--- src/rtl/logicnet_lut_layer.sv ---
// logicnet_lut_layer: run-time writable LUT neuron layer with a registered valid/ready output stage.
// Each neuron maps its IN_BITS address slice to an OUT_BITS activation held in flop-based tables.
module logicnet_lut_layer #(
    parameter int N_NEURONS = 4,
    parameter int IN_BITS   = 6,
    parameter int OUT_BITS  = 2,
    parameter int NIDX_W    = 2
) (
    input  logic                          clk,
    input  logic                          rst_n,
    input  logic                          in_valid,
    output logic                          in_ready,
    input  logic [N_NEURONS*IN_BITS-1:0]  in_data,
    output logic                          out_valid,
    input  logic                          out_ready,
    output logic [N_NEURONS*OUT_BITS-1:0] out_data,
    input  logic                          cfg_we,
    input  logic [NIDX_W-1:0]             cfg_neuron,
    input  logic [IN_BITS-1:0]            cfg_addr,
    input  logic [OUT_BITS-1:0]           cfg_data,
    output logic                          cfg_err,
    output logic [15:0]                   lookup_cnt
);
    localparam int DEPTH = 2 ** IN_BITS;
    logic [OUT_BITS-1:0]           tbl [N_NEURONS][DEPTH];
    logic [N_NEURONS*OUT_BITS-1:0] lut;
    logic                          accept;
    assign in_ready = !out_valid || out_ready;
    assign accept   = in_valid && in_ready;
    always_comb begin
        lut = '0;
        for (int k = 0; k < N_NEURONS; k++)
            lut[k*OUT_BITS +: OUT_BITS] = tbl[k][in_data[k*IN_BITS +: IN_BITS]];
    end
    // A same-cycle write lands at the edge that registers the lookup, so the lookup sees the old entry.
    always_ff @(posedge clk or negedge rst_n)
        if (!rst_n) begin
            for (int k = 0; k < N_NEURONS; k++)
                for (int a = 0; a < DEPTH; a++)
                    tbl[k][a] <= '0;
        end else if (cfg_we) begin
            for (int k = 0; k < N_NEURONS; k++)
                if (cfg_neuron == NIDX_W'(k)) tbl[k][cfg_addr] <= cfg_data;
        end
    always_ff @(posedge clk or negedge rst_n)
        if (!rst_n) cfg_err <= 1'b0;
        else if (cfg_we && int'(cfg_neuron) >= N_NEURONS) cfg_err <= 1'b1;
    always_ff @(posedge clk or negedge rst_n)
        if (!rst_n) begin
            out_valid <= 1'b0;
            out_data  <= '0;
        end else if (accept) begin
            out_valid <= 1'b1;
            out_data  <= lut;
        end else if (out_ready) begin
            out_valid <= 1'b0;
        end
    always_ff @(posedge clk or negedge rst_n)
        if (!rst_n) lookup_cnt <= '0;
        else if (out_valid && out_ready) lookup_cnt <= lookup_cnt + 16'd1;
endmodule

--- config.mk ---
export PLATFORM = sky130hd
export DESIGN_NAME = logicnet_lut_layer
export DESIGN_NICKNAME = d
export VERILOG_FILES = /design/src/rtl/logicnet_lut_layer.sv
export SDC_FILE = /design/constraint.sdc
export NUM_CORES = 1
export LEC_CHECK = 0
export BUFFER_PORTS_ARGS = -buffer_cell sky130_fd_sc_hd__buf_2
export CAP_MARGIN = 20
export CORE_MARGIN = 5
export CORE_UTILIZATION = 30
export CTS_BUF_LIST = sky130_fd_sc_hd__clkbuf_2
export DETAILED_ROUTE_END_ITERATION = 6
export PLACE_DENSITY = 0.45
export SYNTH_ARGS = -nofsm -noshare
export SYNTH_HDL_FRONTEND = slang
export SYNTH_SLANG_ARGS = --single-unit
--- constraint.sdc ---
create_clock -name clk -period 1.5 [get_ports clk]
set_input_delay 0.45 -clock clk [delete_from_list [all_inputs] [get_ports clk]]
set_output_delay 0.45 -clock clk [all_outputs]
set_load 0.02 [all_outputs]
==> run metrics <==
deepest level of the CTS H-tree 4; Final TNS setup -24650 ps; status finished, violations left; antenna viol nets, final 0; Worst Setup Start Kind flop; CTS Buf Count 155; Final Hold Viols 0; Initial Util 30.21%; total track usage 18.78%; number of synthesized register bits 537; CP Max Fanout 2; Critical Path AT 1970 ps; Hold Path Cell Cnt 3; Max stage delay on crit path 400 ps; hold_sp cfg_data[0]; leak pwr 16.50 nW; WHS Endpoint tbl[396]; skew final 82.65 ps; Seq pwr share 50.5%; clock latency on the worst-skew pair 1320 ps; fin crit share 161.5%; Worst Setup End Kind output pin; Clock power frac 34.3%; r2r setup slk -220 ps; CTS Sinks 537; post-synth top area cell dfrtp_1; synthesized cell area 26210 sq um; die height 305.6 um; CTS tree done; Synth warnings 1; area of the core 86750 sq um; crit path kind flop to output pin; RD Place Congestion 0.8400; remaining global-route overflow 0; worst-margin pin slew 894.3 ps; area of the die 93370 sq um; Max Root-Sink Buffers 3; met3 WL 3195 um; Rel. slew slack 40.38%; Root Buffer clkbuf_2; EDFF count, synth 0; post-synthesis sequential area ratio 51.27%; # IOs 66; violated checks negative setup slack; Metal-1 WL 40780 um; vias in the first global route 20230; Detailed Route Iter0 Violations 1074; fraction of layout cells with a size suffix above 1 52.78%; switch share 29.99%; fin crit period 2422 ps; P_int 21.77 mW; first-pass GRT wire length 132500 um; ys flop type dfrtp_1; Netlist cell types 40; setup ws final -922.1 ps; Final setup viols 54; worst hold slack 160.6 ps; commonest non-fill, non-tap cells in the layout dfrtp_1, mux2_2, buf_4; ys async rst share 100.0%; WL met2 41500 um; P per Cell Area 899.1 nW/um^2; Syn Inst Count 2032; R2R Path End out_data[1]; most used cell, CP buf_6; most common cell after layout, fill and taps aside dfrtp_1; wire per inst 23.35 um; FF-to-FF path depth 5; DP HPWL 62400 um; num rows 108; clock transition at the registers of the reported paths 90 ps; syn nets 2072; Die W 305.6 um; IO buf count 64; max-cap violations 0; initial antenna violation count 2; TritonRoute pass-1 iters 5; # nets final 2553; top cells by area, synth dfrtp_1, mux2_2, mux2i_1; Crit path required time 1050 ps; largest net degree at the start of global routing 73; Slew Viols, Final 0; non-filler cells in the finished layout 3785; post-synth top area share 51.27%; vias per std cell 4.916; fmax 412.9 MHz; worst path cell trace buf_6 > buf_6; crit path max-delay cell type dfrtp_1; NetSw 9.328 mW; HP Class input port to flop; Combinational Power Share 15.2%; Top Metal Used met4; DR vias 18610; peak supply drop 0.7883 mV; Critical R2R Launch tbl[421]; Syn Area/Cell 12.90 sq um; final WL 88380 um; DP Cell Count 3417; DRC violations left 0; Area Growth Syn to Fin 31.99%; RSZ-0062 raised after global routing true
area by class of cell:
type	count	area, sq um
antenna	2	5.005
clock buffer	222	1111
clock inverter	50	237.7
fill	8324	52160
multi-input combinational	1335	13500
sequential	537	13440
tap	1155	1445
timing repair buffer	484	4857
registers in the layout (all words and copies together) (netlist names):
register    flops
out_valid       1
lookup_cnt     16
out_data        8
tbl           512
Yosys cell counts (5+ instances only):
master    number
and3b_1        5
nand2_1      122
buf_4         17
and2_1         9
a22oi_1       72
buf_6          8
nor2_1       202
a22o_1         8
mux2_2       508
mux2_1         5
mux4_1        44
nand3_1       69
nor2b_1       20
xor2_1         5
xnor2_1       10
a41o_1         8
a31oi_1        8
a211o_1        8
buf_1         21
buf_2         41
clkbuf_1      73
and3_1         6
nand4b_1       8
mux4_2        12
nand4_1       11
dfrtp_1      537
o221ai_1       8
nand3b_1       5
mux2i_1      160
worst max-delay path: cells and delay by family, from the launching register on:
| kind | cells | cell delay, ps |
|---|---|---|
| buffers and inverters | 2 | 240 |
| flip-flops | 1 | 400 |
routing by layer:
| metal | vias to the layer above | GRT usage [%] |
|---|---|---|
| met5 | - | 0 |
| met4 | 0 | 7.338 |
| met3 | 129 | 3.538 |
| met2 | 397 | 30.01 |
| met1 | 9659 | 25.43 |
| li1 | 8421 | - |
stage by stage:
step / setup WS [ps] / utilization, % / total power, mW / cell area (sq um)
6_report: -922.1 / 39.87 / 31.10 / 34590
3_5_place_dp: -808.3 / 36.97 / 20.19 / 32070
3_3_place_gp: -825.5 / 36.97 / 20.10 / 32070
5_1_grt: -1169 / 39.87 / 32.95 / 34590
4_1_cts: -1202 / 39.58 / 31.68 / 34340
2_1_floorplan: -224.3 / - / 18.28 / 27980
logic make-up after synthesis:
logic type / count (synthesis) / share of synthesized area, %
other: 1 / 0.01431
muxes: 729 / 33.59
AOI/OAI and AO/OA: 112 / 3.361
and+or+nand+nor: 477 / 8.249
buffers and inverters: 160 / 2.960
adders and majority gates: 1 / 0.04773
DFF: 537 / 51.27
xor gates and xnor gates: 15 / 0.5012
worst max path at each step:
stage / start / to / cells past startpoint
2_1_floorplan: in_data[0] / out_data[1] / 6
5_1_grt: out_valid / in_ready / 2
3_3_place_gp: cfg_addr[2] / tbl[191] / 7
4_1_cts: lookup_cnt[4] / lookup_cnt[4] / 2
6_report: lookup_cnt[2] / lookup_cnt[2] / 2
3_5_place_dp: cfg_addr[2] / tbl[190] / 7
power by group through the flow:
stage / Sequential [mW] / Clock [mW] / Combinational [mW]
floorplan: 16.0 / 0 / 2.31
global placement: 16.0 / 0 / 4.15
detailed placement: 16.0 / 0 / 4.21
CTS: 15.7 / 11.3 / 4.69
global route: 15.8 / 12.1 / 5.11
finish: 15.7 / 10.7 / 4.73
repair_timing:
| item | CTS | global route |
|---|---|---|
| buffers inserted | 20 | 20 |
| cloned | 0 | 2 |
| resized for setup | 68 | 14 |
| setup endpoints to repair | 36 | 125 |
| hold buffers | 54 | 8 |
| pin swaps | 8 | 12 |
| hold endpoints to repair | 1074 | 320 |
(Power assumes the default switching activity.)
